<file path="config.mk">
export PLATFORM = sky130hd
export DESIGN_NAME = line_host_arb
export DESIGN_NICKNAME = d
export VERILOG_FILES = /design/src/rtl/line_host_arb.sv
export SDC_FILE = /design/constraint.sdc
export NUM_CORES = 1
export LEC_CHECK = 0
export BUFFER_PORTS_ARGS = -buffer_cell sky130_fd_sc_hd__buf_2
export CAP_MARGIN = 5
export CORE_AREA = 2 2 196 198
export CTS_BUF_LIST = sky130_fd_sc_hd__clkbuf_8
export DETAILED_ROUTE_END_ITERATION = 10
export DIE_AREA = 0 0 198 200
export HOLD_SLACK_MARGIN = 0.05
export PLACE_DENSITY_LB_ADDON = 0.1
export SLEW_MARGIN = 5
export SYNTH_ARGS = -nofsm -noshare
export SYNTH_HDL_FRONTEND = slang
export SYNTH_SLANG_ARGS = --single-unit
</file>
<file path="constraint.sdc">
create_clock -name clk -period 3.45 [get_ports clk]
set_input_delay 0.1725 -clock clk [delete_from_list [all_inputs] [get_ports clk]]
set_output_delay 0.1725 -clock clk [all_outputs]
set_load 0.03 [all_outputs]
</file>
<file path="src/rtl/line_host_arb.sv">
// Two-port round-robin cache-line arbiter that serializes each 128-bit line
// into one 8-beat, 16-bit burst on the DRAM controller host port.
module line_host_arb #(
    parameter logic [31:0] HOST_BASE = 32'h0000_0000
) (
    input  logic         clk,
    input  logic         rst_n,
    input  logic         a_req,
    input  logic         a_rwn,
    input  logic [15:0]  a_addr,
    input  logic [127:0] a_wdata,
    output logic         a_finish,
    input  logic         b_req,
    input  logic         b_rwn,
    input  logic [15:0]  b_addr,
    input  logic [127:0] b_wdata,
    output logic         b_finish,
    output logic [127:0] rdata,
    output logic [1:0]   grant,
    output logic         host_req,
    output logic         host_rwn,
    output logic         host_burst,
    output logic [31:0]  host_addr,
    input  logic         host_ack,
    output logic [1:0]   host_txm,
    output logic [15:0]  host_txd,
    input  logic         host_txd_ack,
    input  logic [15:0]  host_rxd,
    input  logic         host_rxd_vld
);

    typedef enum logic [2:0] {
        S_IDLE,
        S_CMD,
        S_WDATA,
        S_RDATA,
        S_DONE
    } state_t;

    state_t       state_q, state_d;
    logic [2:0]   cnt_q, cnt_d;
    logic [127:0] buf_q, buf_d;
    logic [127:0] rdata_q, rdata_d;
    logic [11:0]  addr_q, addr_d;
    logic         rwn_q, rwn_d;
    logic         own_q, own_d;
    logic         last_q, last_d;
    logic         cool_q, cool_d;
    logic         beat;
    logic         last_beat;
    logic         pick_b;
    logic         unused_addr_bits;

    assign unused_addr_bits = ^{a_addr[3:0], b_addr[3:0]};

    // last_q = 1 means B owned the previous line, so A wins a tie
    assign pick_b    = b_req & (~a_req | ~last_q);
    assign beat      = rwn_q ? host_rxd_vld : host_txd_ack;
    assign last_beat = beat & (cnt_q == 3'd7);

    always_comb begin
        state_d = state_q;
        cnt_d   = cnt_q;
        buf_d   = buf_q;
        rdata_d = rdata_q;
        addr_d  = addr_q;
        rwn_d   = rwn_q;
        own_d   = own_q;
        last_d  = last_q;
        cool_d  = cool_q;
        unique case (state_q)
            S_IDLE: begin
                if (cool_q) begin
                    cool_d = 1'b0;
                end else if (a_req | b_req) begin
                    own_d   = pick_b;
                    rwn_d   = pick_b ? b_rwn : a_rwn;
                    addr_d  = pick_b ? b_addr[15:4] : a_addr[15:4];
                    buf_d   = pick_b ? b_wdata : a_wdata;
                    cnt_d   = 3'd0;
                    state_d = S_CMD;
                end
            end
            S_CMD, S_WDATA, S_RDATA: begin
                if (beat) begin
                    cnt_d = cnt_q + 3'd1;
                    if (rwn_q) begin
                        buf_d[{cnt_q, 4'b0000} +: 16] = host_rxd;
                    end
                end
                if (state_q == S_CMD) begin
                    if (host_ack) begin
                        if (last_beat) state_d = S_DONE;
                        else state_d = rwn_q ? S_RDATA : S_WDATA;
                    end
                end else if (last_beat) begin
                    state_d = S_DONE;
                end
                // publish the line only once all eight beats are in
                if (state_d == S_DONE && rwn_q) begin
                    rdata_d = buf_d;
                end
            end
            S_DONE: begin
                last_d  = own_q;
                cool_d  = 1'b1;
                state_d = S_IDLE;
            end
            default: begin
                state_d = S_IDLE;
            end
        endcase
    end

    always_ff @(posedge clk or negedge rst_n) begin
        if (!rst_n) begin
            state_q <= S_IDLE;
            cnt_q   <= 3'd0;
            buf_q   <= '0;
            rdata_q <= '0;
            addr_q  <= '0;
            rwn_q   <= 1'b1;
            own_q   <= 1'b0;
            last_q  <= 1'b1;
            cool_q  <= 1'b0;
        end else begin
            state_q <= state_d;
            cnt_q   <= cnt_d;
            buf_q   <= buf_d;
            rdata_q <= rdata_d;
            addr_q  <= addr_d;
            rwn_q   <= rwn_d;
            own_q   <= own_d;
            last_q  <= last_d;
            cool_q  <= cool_d;
        end
    end

    assign host_req   = (state_q == S_CMD);
    assign host_rwn   = rwn_q;
    assign host_burst = 1'b1;
    assign host_addr  = {HOST_BASE[31:16], addr_q, 4'b0000};
    assign host_txm   = 2'b00;
    assign host_txd   = buf_q[{cnt_q, 4'b0000} +: 16];
    assign a_finish   = (state_q == S_DONE) & ~own_q;
    assign b_finish   = (state_q == S_DONE) & own_q;
    assign grant      = (state_q == S_IDLE) ? 2'b00 : {own_q, ~own_q};
    assign rdata      = rdata_q;

endmodule

</file>
==> results.cfg, run 1 <==
[worst_setup_path]
r2r_start = cnt_q[0]
cp-start-kind = register
crit-reg2reg-capture = buf_q[12]
critPathMaxFanout = 17
r2r_slack_ns = 0.43
cp.arrival_ns = 3.54
reg2regPathDepth = 7
worst_path_max_delay_cell = nor2_2
worstSetupPathType = register to register
startpoint = cnt_q[0]
worstPathCellList = inv_1, ha_1, nand4bb_4, or4_1, buf_4, nor2_2, a221o_1
crit_path_end_kind = register
slowest_delay_ns = 0.58
worstPathRequired_ns = 3.98

[clock_network]
hold_buffers = 234
clk_latency_ns = 0.61
postCtsSetupBuffers = 0
cts.path.max_buffers = 3
clock_sinks = 278
cts_resized = 0
cts_tree = done
tritoncts.num_buffers = 49
path_clk_slew_ns = 0.06
cts-htree-levels = 2
root_buffer = clkbuf_8

[routing]
drt_iter0_markers = 1155
routedWlPerCell_um = 23.2
drt_pre_antenna_iters = 5
drc_errors = 0
vias = 14500
via_per_inst = 5.44
drtAntennaViolNets = 0
drt-total-wl_um = 61800

[timing]
period_share = 0.874
drv_slew = 0
skew_ns = 0.0265
hold_violations = 0
post-route-min-period_ns = 3.02
setup_viol = 0
max_slew_margin = 0.158
setup_tns_ns = 0
hold_slack_ns = 0.0445
worst_pin_slew_ns = 1.26
rsz0062_at_grt = no
fmax_mhz = 331

[logic_synthesis]
synthFlopType = dfrtp_1
yosysUniqueCellTypes = 47
avgSynthCellArea_um2 = 10.2
yosysWarnings = 0
async_flop_share = 1.00
synth_seq_cells = 278
seq_area_frac_synth = 0.470
synth_area_leaders = dfrtp_1, mux2i_1, nand2_1
synthCells = 1448
synth_area_um2 = 14800
yosys.area.top_type = dfrtp_1
synth_edf_count = 0
synth_top_area_share = 0.466

[layout]
fillers = 3391
nets = 2427
synthToLayoutAreaGrowth_pct = 41.6
drive_gt1_frac = 0.298

[floorplan]
io_pins = 498
die_x_um = 198
num_rows = 71
die_area_um2 = 39600
die_y_um = 200
core_um2 = 37400
start_util = 0.396

[pwr]
p_per_area_nw_per_um2 = 843
leakagePower_nw = 10.4
vdd_ir_drop_max_mv = 0.408

[hold_path]
min_path_cells = 4
holdPathEnd = buf_q[5]
min_from = a_wdata[5]
hp-class = input port to register

[global_route]
grt.total_usage = 0.309
grt_pass1_vias = 14400
grt_pass1_wl_um = 89600
antenna_found_initial = 2
grt_overflow = 0
grt_start_max_net_pins = 121

[placed_design]
gp_congestion = 0.895
numPortBuffers = 466
dp_hpwl_um = 43500

[flow_run]
max_cap_violations = 0

[status]
status = complete, no violations
metrics by stage:
step           setup WS [ns]  power, mW  std cells   util  cell area, um^2
6_report               0.433       17.7       2663  0.561            21000
5_1_grt                0.289       18.6       2658  0.560            21000
4_1_cts                0.452       17.7       2658  0.560            21000
3_5_place_dp           0.477       14.2       2333  0.471            17600
3_3_place_gp           0.571       14.1       2333  0.471            17600
2_1_floorplan          0.328       11.1       1469      -            14900
cell usage in the layout (no fill, tap or decap), types with 4 or more instances in the layout:
cell           netlist  routed
a21oi_1            162     162
a221o_1             48      48
a22o_1              18      18
a22oi_1             16      16
and2_1              33      33
buf_12               0      10
buf_2               27     465
buf_4               27      21
clkbuf_8             0      62
clkinv_2             0       7
conb_1               2      23
dfrtp_1            276     275
diode_2              0       5
dlygate4sd3_1        0     234
ha_1                 7       7
inv_1                2      20
mux2_2              18      18
mux2i_1            189     189
mux4_2              32      32
nand2_1            243     243
nand2b_1             4       4
nor2_1             119     119
o21ai_0             16      16
o221ai_1            80      80
where the power goes:
group / switching (mW) / internal, mW / leakage [nW]
Sequential: 1.38 / 4.65 / 3.56
Combinational: 5.23 / 3.27 / 6.26
Clock: 1.46 / 1.69 / 0.584
sequential cells by signal, summed over array words and instances (netlist names):
register  count
state_q       3
cnt_q         3
buf_q       128
cool_q        1
own_q         1
host_rwn      1
rdata       128
last_q        1
addr_q       12
cell type report:
cell class	instances	area [um^2]	area share
tap	511	639	0.0305
inverter	3	11.3	0.000537
timing repair buffer	731	5040	0.240
clock inverter	29	155	0.00740
multi-input combinational	1044	7290	0.348
clock buffer	62	853	0.0407
antenna	5	12.5	0.000597
sequential	278	6960	0.332
kinds of logic (layout without fill, tap and decap cells):
kind of cell / count (synthesis) / count (layout) / share of synthesized area
other: 2 / 28 / 0.000507
multiplexers: 239 / 239 / 0.190
AND/OR/NAND/NOR: 426 / 426 / 0.123
buffers and inverters: 147 / 825 / 0.0469
adder cells (fa/ha/maj): 7 / 7 / 0.00591
AO/OA/AOI/OAI: 349 / 349 / 0.164
flip-flops: 278 / 278 / 0.470
cells in the mapped netlist, types with 3 or more instances:
| library cell | number |
|---|---|
| and2_1 | 33 |
| a22oi_1 | 16 |
| a22o_1 | 18 |
| nor3_1 | 4 |
| o21ai_0 | 16 |
| clkbuf_1 | 85 |
| dfrtp_1 | 276 |
| buf_2 | 27 |
| a221o_1 | 48 |
| nand2_1 | 243 |
| mux4_2 | 32 |
| o21bai_1 | 3 |
| nor2b_1 | 3 |
| buf_1 | 4 |
| mux2i_1 | 189 |
| ha_1 | 7 |
| mux2_2 | 18 |
| o221ai_1 | 80 |
| nand2b_1 | 4 |
| a21oi_1 | 162 |
| nor2_1 | 119 |
| buf_4 | 27 |
worst max-delay path, delay by kind of cell (launching register included):
family / cells / cell delay [ns]
and+or+nand+nor: 3 / 1.41
adders and majority gates: 1 / 0.38
buffers and inverters: 2 / 0.38
DFF: 1 / 0.49
AOI/OAI and AO/OA: 1 / 0.27
metal layers:
layer | part of all wire | GRT usage | up-vias
met5 | 0 | 0 | -
met4 | 0.037 | 0.114 | 0
met3 | 0.090 | 0.0835 | 115
met2 | 0.47 | 0.498 | 674
met1 | 0.41 | 0.401 | 7126
li1 | - | - | 6582
worst max-delay path by stage:
stage | endpoint | slack (ns) | cells after the start
floorplan | buf_q[10] | 0.33 | 12
global placement | buf_q[10] | 0.57 | 7
detailed placement | buf_q[0] | 0.48 | 7
CTS | host_txd[11] | 0.45 | 5
global route | buf_q[1] | 0.29 | 7
finish | buf_q[12] | 0.43 | 7
Power figures use the tool's default switching activity.
==> run 2: changes to the inputs <==
--- a/config.mk
+++ b/config.mk
@@ -12,7 +12,7 @@
 export DETAILED_ROUTE_END_ITERATION = 10
 export DIE_AREA = 0 0 198 200
 export HOLD_SLACK_MARGIN = 0.05
-export PLACE_DENSITY_LB_ADDON = 0.1
+export PLACE_DENSITY = 0.65
 export SLEW_MARGIN = 5
 export SYNTH_ARGS = -nofsm -noshare
 export SYNTH_HDL_FRONTEND = slang
==> constraint.sdc (replaced) <==
create_clock -name clk -period 2.85 [get_ports clk]
set_input_delay 0.1425 -clock clk [delete_from_list [all_inputs] [get_ports clk]]
set_output_delay 0.1425 -clock clk [all_outputs]
set_load 0.03 [all_outputs]
==> run 2 against run 1 <==
Effect of this change:
- sequential share of layout area decreased by 0.61 points
- cell count increased by 1.2%
- sequential power up 21%
- power grew 24%
- first-iteration DRC count rose by 4.4%
==> results.cfg, run 2 (synthesis results as in run 1) <==
[status]
status = complete, no violations

[clock_network]
tritoncts.num_buffers = 49
postCtsSetupBuffers = 0
path_clk_slew_ns = 0.06
clk_latency_ns = 0.58
cts.path.max_buffers = 3
cts-htree-levels = 2
cts_tree = done
root_buffer = clkbuf_8
clock_sinks = 278

[timing]
period_share = 0.959
setup_viol = 0
setup_tns_ns = 0
fmax_mhz = 366
post-route-min-period_ns = 2.73
rsz0062_at_grt = no
skew_ns = 0.0158
max_slew_margin = 0.261
drv_slew = 0
worst_pin_slew_ns = 1.11
hold_violations = 0
hold_slack_ns = 0.0572

[pwr]
seqPwrFrac = 0.333
p_per_area_nw_per_um2 = 1030
switchingPower_mw = 9.93
comb_power_share = 0.482
internal-power_mw = 12.0
p_sw_frac = 0.453
leakagePower_nw = 10.6
pwr-share-clk = 0.185
vdd_ir_drop_max_mv = 0.383

[placed_design]
gp_congestion = 0.909
numPortBuffers = 466
dp_hpwl_um = 44900

[worst_setup_path]
crit-reg2reg-capture = rdata[43]
r2r_start = cnt_q[1]
r2r_slack_ns = 0.16
reg2regPathDepth = 7
cp.arrival_ns = 2.59
worstPathRequired_ns = 2.71
cp-start-kind = register
worstSetupPathType = register to primary output
crit_path_end_kind = primary output
critPathMaxFanout = 21

[floorplan]
start_util = 0.396
die_area_um2 = 39600
die_y_um = 200
io_pins = 498
core_um2 = 37400
die_x_um = 198
num_rows = 71

[flow_run]
max_cap_violations = 0

[routing]
drt-total-wl_um = 63400
routedWlPerCell_um = 23.5
drtAntennaViolNets = 0
vias = 15000
via_per_inst = 5.56
drt_pre_antenna_iters = 5
drc_errors = 0
drt_iter0_markers = 1206

[global_route]
antenna_found_initial = 2
grt.total_usage = 0.315
grt_pass1_vias = 14800
grt_pass1_wl_um = 91600
grt_start_max_net_pins = 125
grt_overflow = 0

[hold_path]
holdPathEnd = buf_q[82]
hp-class = input port to register
min_from = b_wdata[82]
min_path_cells = 4

[layout]
final_common_cell = buf_2
nets = 2458
fillers = 3183
synthToLayoutAreaGrowth_pct = 44.2
final_cell_mix = buf_2, dfrtp_1, dlygate4sd3_1
drive_gt1_frac = 0.303
run 2: final cells by class:
class / instances / area [um^2] / share of cell area
clock inverters: 30 / 249 / 0.0117
inverters: 3 / 12.5 / 0.000586
flip-flops and latches: 278 / 6960 / 0.326
multi-input cells: 1044 / 7310 / 0.342
diodes: 6 / 15.0 / 0.000703
repair buffers: 762 / 5350 / 0.250
well taps: 511 / 639 / 0.0299
clock buffers: 60 / 826 / 0.0387
run 2: what timing repair did:
| item | 4_1_cts | 5_1_grt |
|---|---|---|
| hold buffers | 255 | 0 |
| resized for setup | 1 | 1 |
| endpoints found under the hold margin | 227 | 0 |
| endpoints found under the setup margin | 8 | 2 |
| cloned | 0 | 0 |
run 2: power groups by stage:
| stage | Clock [mW] | Combinational [mW] | Sequential (mW) |
|---|---|---|---|
| after CTS | 4.11 | 10.5 | 7.20 |
| after global placement | 0 | 9.95 | 7.20 |
| after global routing | 4.27 | 11.2 | 7.43 |
| after floorplan | 0 | 5.49 | 8.06 |
| final | 4.06 | 10.5 | 7.29 |
| after detailed placement | 0 | 10.1 | 7.25 |
run 2: how the worst max path moves through the flow:
stage	startpoint	endpoint	slack, ns	cells past startpoint
floorplan	cnt_q[1]	buf_q[10]	0.04	12
global placement	cnt_q[0]	buf_q[84]	0.37	7
detailed placement	cnt_q[1]	rdata[31]	0.29	8
CTS	cnt_q[0]	host_txd[8]	0.03	6
global route	cnt_q[1]	rdata[43]	0.007	7
finish	cnt_q[0]	host_txd[13]	0.12	6
run 2: metrics by stage:
stage          utilization  power, mW  cells  cell area, um^2  worst slack [ns]
2_1_floorplan            -       13.5   1469            14900            0.0412
3_3_place_gp         0.474       17.2   2343            17700             0.374
3_5_place_dp         0.474       17.4   2343            17700             0.287
4_1_cts              0.571       21.8   2688            21300            0.0305
5_1_grt              0.571       23.0   2690            21300           0.00736
6_report             0.571       21.9   2694            21400             0.117
run 2: critical path, cell delays in order, from the launching register on:
cell and delay [ns]:
dfrtp_2 0.37, buf_4 0.33, buf_8 0.28, mux4_2 0.54
nand2_1 0.20, nand2_1 0.07, buf_2 0.18
run 2: layer usage:
layer / vias to the layer above / wire length (um) / share of wire / track usage
met5: - / 0 / 0 / 0
met4: 0 / 2510 / 0.040 / 0.132
met3: 142 / 5030 / 0.079 / 0.0640
met2: 773 / 30100 / 0.47 / 0.516
met1: 7418 / 25800 / 0.41 / 0.408
li1: 6644 / - / - / -
==> run 3: changes to the inputs <==
--- a/config.mk
+++ b/config.mk
@@ -12,6 +12,7 @@
 export DETAILED_ROUTE_END_ITERATION = 10
 export DIE_AREA = 0 0 198 200
 export HOLD_SLACK_MARGIN = 0.05
+export MAX_ROUTING_LAYER = met4
 export PLACE_DENSITY = 0.65
 export SLEW_MARGIN = 5
 export SYNTH_ARGS = -nofsm -noshare
==> run 3 against run 2 <==
Effect of this change:
- power shrank 0.82%
- via count shrank 1.1%
- clock skew grew 0.012 ns
- first-iteration DRC count grew 1.6%
- critical path type is now register to register
- count of clock-buffer cells in the layout grew 1
- cell count shrank 0.48%
- design area shrank 0.47%
- sequential power is essentially flat
- global-route usage grew 1.0 points
- routed wire length shrank 0.18%
- maximum frequency grew 1.2%
==> results.cfg, run 3 (synthesis results as in run 1) <==
[layout]
regArea_um2 = 6960
utilization = 0.568
drive_gt1_frac = 0.302
nets = 2455
multi_input_area_um2 = 7310
fillers = 3213
final_common_cell = buf_2
final_cell_mix = buf_2, dfrtp_1, dlygate4sd3_1
synthToLayoutAreaGrowth_pct = 43.6

[worst_setup_path]
cp.arrival_ns = 3.19
path_delay_family = simple AND/OR/NAND/NOR gates
worstPathRequired_ns = 3.34
crit_path_end_kind = register
r2r_slack_ns = 0.15
worstPathCellList = inv_2, ha_2, ha_1, nand2b_1, nor3_2, a22oi_1, o221ai_1
reg2regPathDepth = 7
slowest_delay_ns = 0.99
crit-reg2reg-capture = buf_q[21]
cp.buffers_inverters = 1
cp-start-kind = register
worst_path_max_delay_cell = nor3_2
r2r_start = cnt_q[0]
critPathMaxFanout = 16
worstSetupPathType = register to register

[floorplan]
die_x_um = 198
die_area_um2 = 39600
io_pins = 498
start_util = 0.396
die_y_um = 200
num_rows = 71
core_um2 = 37400

[placed_design]
numPortBuffers = 466
dp_hpwl_um = 44800
gp_congestion = 0.918

[clock_network]
cts.path.max_buffers = 3
clk_latency_ns = 0.59
tritoncts.num_buffers = 48
cts_tree = done
cts-htree-levels = 2
clock_sinks = 278
root_buffer = clkbuf_8
path_clk_slew_ns = 0.06

[timing]
post-route-min-period_ns = 2.70
setup_tns_ns = 0
fmax_mhz = 370
skew_ns = 0.0275
rsz0062_at_grt = no
setup_viol = 0
drv_slew = 0
worst_pin_slew_ns = 1.25
period_share = 0.947
hold_violations = 0
max_slew_margin = 0.162
hold_slack_ns = 0.0502

[pwr]
internal-power_mw = 11.8
seqPwrFrac = 0.337
comb_power_share = 0.484
vdd_ir_drop_max_mv = 0.409
p_per_area_nw_per_um2 = 1020
pwr-share-clk = 0.179
leakagePower_nw = 10.5
p_sw_frac = 0.457
switchingPower_mw = 9.93

[hold_path]
min_path_cells = 4
min_from = a_wdata[83]
hp-class = input port to register
holdPathEnd = buf_q[83]

[flow_run]
max_cap_violations = 0

[routing]
drt_iter0_markers = 1225
vias = 14800
drtAntennaViolNets = 0
routedWlPerCell_um = 23.6
drt-total-wl_um = 63300
via_per_inst = 5.52
drc_errors = 0
drt_pre_antenna_iters = 6

[global_route]
grt_overflow = 0
grt.total_usage = 0.325
antenna_found_initial = 6
grt_start_max_net_pins = 125
grt_pass1_vias = 14900
grt_pass1_wl_um = 92100

[status]
status = complete, no violations
[run 3: changes by cell type in the layout (fill, tap and decap cells not counted), sizes merged]
cell and change:
clkbuf +1, clkinv -4, bufinv -2, dlygate4sd3 -1, inv -3, buf -1, diode -3
[run 3: routing by layer]
| layer | track usage | up-vias | part of all wire |
|---|---|---|---|
| li1 | - | 6620 | - |
| met1 | 0.421 | 7337 | 0.42 |
| met2 | 0.513 | 736 | 0.47 |
| met3 | 0.0553 | 118 | 0.073 |
| met4 | 0.123 | 0 | 0.035 |
| met5 | - | - | 0 |
[run 3: final cells by class]
cell class | count | area share
repair buffers | 760 | 0.251
multi-input cells | 1044 | 0.344
flip-flops and latches | 278 | 0.327
clock inverters | 21 | 0.00753
inverters | 3 | 0.000589
well taps | 511 | 0.0301
diodes | 3 | 0.000353
clock buffers | 61 | 0.0395
[run 3: worst max path at each step]
stage,startpoint,endpoint,cells past startpoint
global placement,cnt_q[0],buf_q[21],6
CTS,cnt_q[0],host_txd[9],6
floorplan,cnt_q[1],buf_q[10],12
finish,cnt_q[0],buf_q[21],7
detailed placement,cnt_q[0],buf_q[21],7
global route,state_q[2],buf_q[85],5
[run 3: power groups by stage]
stage / Combinational (mW) / Clock [mW] / Sequential, mW
4_1_cts: 10.5 / 3.92 / 7.23
3_3_place_gp: 9.95 / 0 / 7.21
3_5_place_dp: 10.1 / 0 / 7.27
2_1_floorplan: 5.49 / 0 / 8.06
6_report: 10.5 / 3.88 / 7.32
5_1_grt: 11.2 / 4.10 / 7.46
[run 3: repair_timing]
item | CTS | global route
hold buffers | 254 | 0
endpoints found under the hold margin | 220 | 0
setup buffers | 0 | 0
resized for setup | 1 | 1
endpoints found under the setup margin | 8 | 3
[run 3: worst register-to-register path, delay by kind of cell, from the launching register on]
family / cells / cell delay, ns
compound gates: 2 / 0.57
fa+ha+maj: 2 / 0.43
buf+inv: 1 / 0.04
flops: 1 / 0.37
simple gates: 2 / 1.19
[run 3: metrics by stage]
stage	worst slack, ns	power, mW	std cells	instance area [um^2]
4_1_cts	0.0391	21.6	2678	21200
2_1_floorplan	0.0412	13.5	1469	14900
5_1_grt	0.0658	22.8	2680	21300
6_report	0.150	21.7	2681	21300
3_5_place_dp	0.233	17.4	2342	17700
3_3_place_gp	0.251	17.2	2342	17700
